File: src/rtl/mips16_pkg.sv
// Shared definitions for the data-memory arbitration slice: default widths,
// port identifiers and a counter-width helper.
package mips16_pkg;

   localparam int DATA_W_DEF   = 16;
   localparam int ADDR_W_DEF   = 16;
   localparam int MAX_WAIT_DEF = 4;

   typedef enum logic {
      PORT_CPU = 1'b0,
      PORT_DMA = 1'b1
   } port_e;

   // Bits needed to hold 0..max_val, never less than one.
   function automatic int cnt_width(input int max_val);
      return (max_val < 1) ? 1 : $clog2(max_val + 1);
   endfunction

endpackage

File: src/rtl/arb_starve_ctr.sv
// DMA starvation guard: counts consecutive denied DMA cycles and raises
// dma_force once the DMA port has waited MAX_WAIT cycles.
module arb_starve_ctr
   import mips16_pkg::*;
#(
   parameter int MAX_WAIT = MAX_WAIT_DEF
) (
   input  logic clk,
   input  logic reset,
   input  logic dma_req,
   input  logic dma_gnt,
   output logic dma_force
);

   localparam int               CNT_W    = cnt_width(MAX_WAIT);
   localparam logic [CNT_W-1:0] CNT_LOAD = CNT_W'(MAX_WAIT);

   // Remaining denial budget; it holds MAX_WAIT minus the wait count, so
   // reaching zero is the same as the wait count sitting at MAX_WAIT.
   logic [CNT_W-1:0] budget_d, budget_q;

   always_comb begin
      budget_d = budget_q;
      if (!dma_req || dma_gnt) begin
         budget_d = CNT_LOAD;
      end else if (budget_q != '0) begin
         budget_d = budget_q - CNT_W'(1);
      end
   end

   always_ff @(posedge clk or negedge reset) begin
      if (!reset) begin
         budget_q <= CNT_LOAD;
      end else begin
         budget_q <= budget_d;
      end
   end

   assign dma_force = (budget_q == '0);

endmodule

File: src/rtl/dmem_arbiter.sv
// Two-port (CPU, DMA) arbiter in front of a single-port data memory with
// CPU priority, bounded DMA starvation and one-cycle read return.
module dmem_arbiter
   import mips16_pkg::*;
#(
   parameter int DATA_W   = DATA_W_DEF,
   parameter int ADDR_W   = ADDR_W_DEF,
   parameter int MAX_WAIT = MAX_WAIT_DEF
) (
   input  logic              clk,
   input  logic              reset,

   input  logic              cpu_req,
   input  logic              cpu_we,
   input  logic [ADDR_W-1:0] cpu_addr,
   input  logic [DATA_W-1:0] cpu_wdata,
   output logic              cpu_gnt,
   output logic              cpu_stall,
   output logic              cpu_rvalid,
   output logic [DATA_W-1:0] cpu_rdata,

   input  logic              dma_req,
   input  logic              dma_we,
   input  logic [ADDR_W-1:0] dma_addr,
   input  logic [DATA_W-1:0] dma_wdata,
   output logic              dma_gnt,
   output logic              dma_rvalid,
   output logic [DATA_W-1:0] dma_rdata,

   output logic [ADDR_W-1:0] mem_addr,
   output logic [DATA_W-1:0] mem_wdata,
   output logic              mem_we,
   output logic              mem_re,
   input  logic [DATA_W-1:0] mem_rdata
);

   logic  dma_force;
   logic  pend_vld_d, pend_vld_q;
   port_e pend_port_d, pend_port_q;

   arb_starve_ctr #(
      .MAX_WAIT (MAX_WAIT)
   ) u_starve (
      .clk       (clk),
      .reset     (reset),
      .dma_req   (dma_req),
      .dma_gnt   (dma_gnt),
      .dma_force (dma_force)
   );

   // Grants are gated by reset so they drop immediately when reset asserts,
   // independent of the clock.
   always_comb begin
      dma_gnt   = reset & dma_req & (~cpu_req | dma_force);
      cpu_gnt   = reset & cpu_req & ~dma_gnt;
      cpu_stall = reset & cpu_req & ~cpu_gnt;
   end

   always_comb begin
      mem_addr  = dma_gnt ? dma_addr  : cpu_addr;
      mem_wdata = dma_gnt ? dma_wdata : cpu_wdata;
      mem_we    = (cpu_gnt & cpu_we)  | (dma_gnt & dma_we);
      mem_re    = (cpu_gnt & ~cpu_we) | (dma_gnt & ~dma_we);
   end

   // A granted read leaves a tag that steers next cycle's mem_rdata.
   always_comb begin
      pend_vld_d  = mem_re;
      pend_port_d = pend_port_q;
      if (mem_re) begin
         pend_port_d = dma_gnt ? PORT_DMA : PORT_CPU;
      end
   end

   always_ff @(posedge clk or negedge reset) begin
      if (!reset) begin
         pend_vld_q  <= 1'b0;
         pend_port_q <= PORT_CPU;
      end else begin
         pend_vld_q  <= pend_vld_d;
         pend_port_q <= pend_port_d;
      end
   end

   always_comb begin
      cpu_rvalid = pend_vld_q & (pend_port_q == PORT_CPU);
      dma_rvalid = pend_vld_q & (pend_port_q == PORT_DMA);
      cpu_rdata  = cpu_rvalid ? mem_rdata : '0;
      dma_rdata  = dma_rvalid ? mem_rdata : '0;
   end

endmodule
File: config.mk
export PLATFORM = sky130hd
export DESIGN_NAME = dmem_arbiter
export DESIGN_NICKNAME = d
export VERILOG_FILES = /design/src/rtl/mips16_pkg.sv /design/src/rtl/arb_starve_ctr.sv /design/src/rtl/dmem_arbiter.sv
export SDC_FILE = /design/constraint.sdc
export NUM_CORES = 1
export LEC_CHECK = 0
export BUFFER_PORTS_ARGS = -buffer_cell sky130_fd_sc_hd__buf_2
export CORE_MARGIN = 5
export CORE_UTILIZATION = 30
export DETAILED_ROUTE_END_ITERATION = 7
export PLACE_DENSITY = 0.86
export SYNTH_ARGS = -nofsm -noshare
export SYNTH_HDL_FRONTEND = slang
export SYNTH_HIERARCHICAL = 1
export SYNTH_SLANG_ARGS = --single-unit
File: constraint.sdc
create_clock -name clk -period 3 [get_ports clk]
set_input_delay 0.15 -clock clk [delete_from_list [all_inputs] [get_ports clk]]
set_output_delay 0.15 -clock clk [all_outputs]
set_load 0.01 [all_outputs]
==> flow_summary.toml, run 1 <==
[power]
peakVddDrop_v = 0.000168
p_leak_nw = 1.13
total_power_mw = 0.524
powerDensity_nw_per_um2 = 302

[critical_path]
crit_path_end_kind = "output port"
path_cells = "inv_1 > ha_1 > nand2b_1 > inv_1 > o211ai_4 > buf_4 > mux2_2 > buf_2"
critPathBufInv = 4
crit_family = "buffers and inverters"
r2r_start = "u_starve/budget_q[0]"
rrSetupSlack_ns = 0.95
r2r_end = "u_starve/budget_q[1]"
arrival_ns = 2.24
crit_path_top_delay_cell = "buf_4"
critPathLaunchType = "flop"
cp_common_cell = "inv_1"
critPathKind = "flop to output port"
critPathMaxStageDelay_ns = 0.40
rr_worst_depth = 9
cp_max_fo = 37
required_ns = 2.85

[cells_and_area]
drive_gt1_share_pct = 75.2
area_growth_pct = 87.1
insertedDiodeCount = 0
multi_input_area_um2 = 722
nets = 347
fillers = 283
seqCellArea_um2 = 126
design_area_um2 = 1740
final_util_pct = 57.8
stdcell_count = 291

[routing]
viasPerCell = 4.66
vias = 1357
drc_errors = 0
wl_mm = 4.07
drtAntennaViolNets = 0
first_pass_iters = 4
drt_iter0_markers = 42
wire_per_inst_um = 14.0

[clock_network]
root_buffer = "clkbuf_4"
clock_latency_ns = 0.24
htree_levels = 1
clk_pin_slew_ns = 0.05
cts_tree = "done"
cts_buffers = 3
clock_path_buffers = 2
numClockSinks = 5
cts_resized = 0

[timing]
tightestPinTransition_ns = 0.815
fin_hold_ws_ns = 0.112
min_period_ns = 2.39
maxSlewHeadroom_pct = 45.5
finalSetupTns_ns = 0
fin_crit_sh_pct = 79.8
rsz0062_at_grt = "false"
setup_slack_ns = 0.606
fmax_mhz = 418
setup_viol = 0
final_max_slew_viol_count = 0
hold_viol = 0
skew_ns = 0.00680

[grt]
grt_usage_pct = 17.0
antenna_found_initial = 0
gr-total-overflow = 0
grt_max_degree = 38
grt_pass1_vias = 1366
grt_pass1_wl_mm = 5.80

[synth]
synth-simple-area-share_pct = 26.7
synth_top_family_by_area = "multiplexers"
synth.avg_cell_area_um2 = 9.10
synthCells = 102
yosysWarnings = 6
syn_nets = 190
yosysTopAreaCell = "mux2_2"
synthTopCellsByArea = "mux2_2 38%, and2_1 11%, and3_1 11%"
muxShareOfSynthArea_pct = 40.0
synth.distinct_cells = 24
yosysTopAreaCellShare_pct = 37.6
synth_compound_area_share_pct = 7.41
syn_area_um2 = 928
synth_xor_area_share_pct = 0.943
ys_seq_area_share_pct = 13.6
yosys.area_share.adder_pct = 2.70
synth-seq-cells = 5

[hold_path]
holdCritStartpoint = "dma_we"
hold_depth = 2
min_to = "pend_port_q"
hp-class = "input pin to flop"

[job]
max-cap-violations = 0

[floorplanning]
core_area_um2 = 3000
die_width_um = 65.6
row_count = 20
start_util_pct = 30.9
fp.dieH_um = 65.6
ioPinCount = 157
dieArea_um2 = 4310

[placed_design]
pre_cts_slack_ns = 0.845
postPlaceCellArea_um2 = 1700
dp_cells = 286
place.gp.congestion = 0.814
hpwl_mm = 3.58
portBuffers = 156

[outcome]
outcome = "finished clean"
[final cells by class]
| cell class | instances | share of cell area, % |
|---|---|---|
| clock buffers | 4 | 1.51 |
| inverters | 6 | 1.30 |
| multi-input cells | 85 | 41.6 |
| flip-flops and latches | 5 | 7.28 |
| well taps | 33 | 2.38 |
| repair buffers | 158 | 46.0 |
[report_power, final]
part,internal [mW],switching [mW]
combinational,0.169,0.157
clock,0.0502,0.0267
sequential,0.0909,0.0301
[worst max-delay path by stage]
stage                                 endpoint  depth (start not counted)                 start
after detailed placement          mem_wdata[0]                          8  u_starve/budget_q[0]
after global routing              mem_wdata[3]                          8  u_starve/budget_q[0]
after global placement           mem_wdata[14]                          8  u_starve/budget_q[0]
final                              mem_addr[8]                          8  u_starve/budget_q[0]
after CTS                          mem_addr[8]                          8  u_starve/budget_q[0]
after floorplan           u_starve/budget_q[1]                          9  u_starve/budget_q[0]
[registers in the layout (all words and copies together) (netlist names)]
| name | count |
|---|---|
| pend_vld_q | 1 |
| pend_port_q | 1 |
| u_starve/budget_q | 3 |
[Yosys cell counts]
cell type	n
dfstp_2	1
dfrtp_1	4
o211ai_4	1
nand2_1	1
o2bb2ai_1	1
buf_2	1
a21oi_1	2
o31ai_1	1
and3_1	16
nor2b_1	1
inv_1	6
o21ai_0	1
buf_8	3
mux2_2	31
and2_1	17
and3_2	1
ha_1	2
xnor2_1	1
a211o_1	1
nor2_1	3
mux2_1	2
clkbuf_1	2
a211oi_1	1
nand2b_1	2
[routing by layer]
metal / vias to the layer above / wire length, um / global-route usage (%)
li1: 678 / - / -
met1: 600 / 1430 / 17.2
met2: 75 / 2150 / 32.0
met3: 4 / 437 / 5.64
met4: 0 / 48 / 5.96
met5: - / 0 / 0
[repair_timing]
action,CTS,global route
hold buffers,1,0
setup buffers,0,0
hold endpoints to repair,5,0
[placed cells by master, fill, tap and decap left out, types with 2 or more instances in the layout]
master    synthesis  routed
buf_2             1     156
mux2_2           31      31
and2_1           17      17
and3_1           16      16
inv_1             6       6
dfrtp_1           4       4
nor2_1            3       3
clkbuf_4          0       3
mux2_1            2       2
a21oi_1           2       2
nand2b_1          2       2
ha_1              2       2
[cell families after synthesis]
group / Yosys count
AND/OR/NAND/NOR: 41
adder cells (fa/ha/maj): 2
multiplexers: 33
AO/OA/AOI/OAI: 8
flip-flops: 5
XOR/XNOR: 1
buffers and inverters: 12
Note: power is estimated with default switching activity, not from simulation.
==> run 2: changes to the inputs <==
--- a/config.mk
+++ b/config.mk
@@ -7,9 +7,9 @@
 export LEC_CHECK = 0
 export BUFFER_PORTS_ARGS = -buffer_cell sky130_fd_sc_hd__buf_2
 export CORE_MARGIN = 5
-export CORE_UTILIZATION = 30
+export CORE_UTILIZATION = 25
 export DETAILED_ROUTE_END_ITERATION = 7
-export PLACE_DENSITY = 0.86
+export PLACE_DENSITY = 0.76
 export SYNTH_ARGS = -nofsm -noshare
 export SYNTH_HDL_FRONTEND = slang
 export SYNTH_HIERARCHICAL = 1
==> constraint.sdc (replaced) <==
create_clock -name clk -period 2.1 [get_ports clk]
set_input_delay 0.105 -clock clk [delete_from_list [all_inputs] [get_ports clk]]
set_output_delay 0.105 -clock clk [all_outputs]
set_load 0.01 [all_outputs]
==> run 2 against run 1 <==
Compared with the run above: hold slack got worse by 0.042 ns; non-clock buffer count increased by 9; clock skew decreased by 0.0028 ns; sequential share of layout area decreased by 0.61 points; clock-buffer cell count decreased by 1; cell count increased by 8.2%; design area increased by 9.2%; wire length increased by 3.6%; worst setup slack got worse by 0.51 ns; utilization decreased by 5.6 points; die area increased by 17%; highest routed layer unchanged.
==> flow_summary.toml, run 2 (synthesis gave the netlist of run 1 again) <==
[outcome]
outcome = "finished clean"

[timing]
fin_crit_sh_pct = 95.5
skew_ns = 0.00402
maxSlewHeadroom_pct = 68.8
fmax_mhz = 498
hold_viol = 0
tightestPinTransition_ns = 0.468
setup_viol = 0
min_period_ns = 2.01
final_max_slew_viol_count = 0

[cells_and_area]
area_growth_pct = 104
reg.largest.list = "u_starve/budget_q: 3 flops, pend_port_q: 1 flops, pend_vld_q: 1 flops"
seqCellArea_um2 = 126
fillers = 367
stdcell_count = 315
drive_gt1_share_pct = 77.5
largest_register_ffs = 3
insertedDiodeCount = 0
multi_input_area_um2 = 732
regMostFlops = "u_starve/budget_q"
final_common_cell = "buf_2"
final_util_pct = 52.2
nets = 356
final_cell_mix = "156 x buf_2, 31 x mux2_2, 17 x and2_1"

[routing]
first_pass_iters = 3
vias = 1387
wl_mm = 4.22
drt_iter0_markers = 8
drtAntennaViolNets = 0
wire_per_inst_um = 13.4
viasPerCell = 4.40
drc_errors = 0

[placed_design]
dp_cells = 303
hpwl_mm = 3.54
portBuffers = 156
place.gp.congestion = 0.723

[clock_network]
numClockSinks = 5
cts_buffers = 3
clk_pin_slew_ns = 0.04
clock_latency_ns = 0.23
root_buffer = "clkbuf_8"
htree_levels = 1
cts_tree = "done"
clock_path_buffers = 2

[critical_path]
critPathLaunchType = "flop"
arrival_ns = 1.90
critPathKind = "flop to output port"
required_ns = 2.00
crit_path_end_kind = "output port"
crit_path_top_delay_cell = "dfrtp_1"
path_cells = "inv_1 > ha_2 > nand2b_4 > inv_2 > o211ai_4 > buf_6 > buf_16 > mux2_2 > buf_2"
cp_max_fo = 8
critPathMaxStageDelay_ns = 0.34

[grt]
grt_max_degree = 20
grt_pass1_vias = 1479
grt_pass1_wl_mm = 6.49
grt_usage_pct = 15.9
antenna_found_initial = 0
gr-total-overflow = 0

[floorplanning]
dieArea_um2 = 5030
fp.dieH_um = 70.9
row_count = 22
start_util_pct = 25.6
core_area_um2 = 3630
die_width_um = 70.9
ioPinCount = 157

[power]
powerDensity_nw_per_um2 = 475
p_leak_nw = 1.20
peakVddDrop_v = 0.000181

[hold_path]
hp-class = "input pin to flop"

[job]
max-cap-violations = 0
run 2: path summary, 6_finish.rpt:
path	start	end	slack, ns	depth (start not counted)
min in group asynchronous	reset	u_starve/budget_q[1]	0.27	2
max	u_starve/budget_q[0]	mem_addr[8]	0.09	9
max reg2reg	u_starve/budget_q[0]	u_starve/budget_q[1]	0.37	9
min reg2reg	u_starve/budget_q[1]	u_starve/budget_q[1]	0.55	2
max in group asynchronous	reset	u_starve/budget_q[2]	1.58	2
min	dma_we	pend_port_q	0.07	2
run 2: final cells by class:
type	count	share of cell area, %
repair buffers	167	48.0
inverters	6	1.19
well taps	48	3.17
clock inverters	1	0.264
multi-input cells	85	38.6
clock buffers	3	2.18
flip-flops and latches	5	6.66
run 2: repair_timing:
action                     4_1_cts  5_1_grt
gates resized for setup          3        5
pin swaps                        1        1
hold buffers                     1        0
setup endpoints to repair       30       33
cloned                           2        0
hold endpoints to repair         5        0
setup buffers                    4        2
run 2: worst max-delay path: cells and delay by family (launching register included):
| family | cells | cell delay, ns |
|---|---|---|
| mux | 1 | 0.32 |
| buf+inv | 5 | 0.53 |
| fa+ha+maj | 1 | 0.20 |
| simple gates | 1 | 0.08 |
| compound gates | 1 | 0.21 |
| flops | 1 | 0.34 |
run 2: stage by stage:
step / hold WS, ns / TNS (ns) / worst slack, ns / instance area (um^2) / power, mW
2_1_floorplan: -0.191 / 0 / 0.238 / 928 / 0.440
3_3_place_gp: -0.0434 / 0 / 0.228 / 1750 / 0.632
3_5_place_dp: -0.0439 / 0 / 0.194 / 1750 / 0.646
4_1_cts: 0.0669 / -0.0499 / -0.00700 / 1900 / 0.885
5_1_grt: 0.0857 / -0.0146 / -0.00711 / 1900 / 0.982
6_report: 0.0693 / 0 / 0.0936 / 1900 / 0.901
run 2: where the power goes:
part	internal (mW)	switching, mW
logic	0.302	0.246
clock network	0.128	0.0537
registers	0.130	0.0416
total	0.560	0.341
run 2: layer usage:
layer  global-route usage, %  wire [um]
met5                       0          0
met4                    5.43         41
met3                    5.40        441
met2                    30.6       2350
met1                    15.6       1390
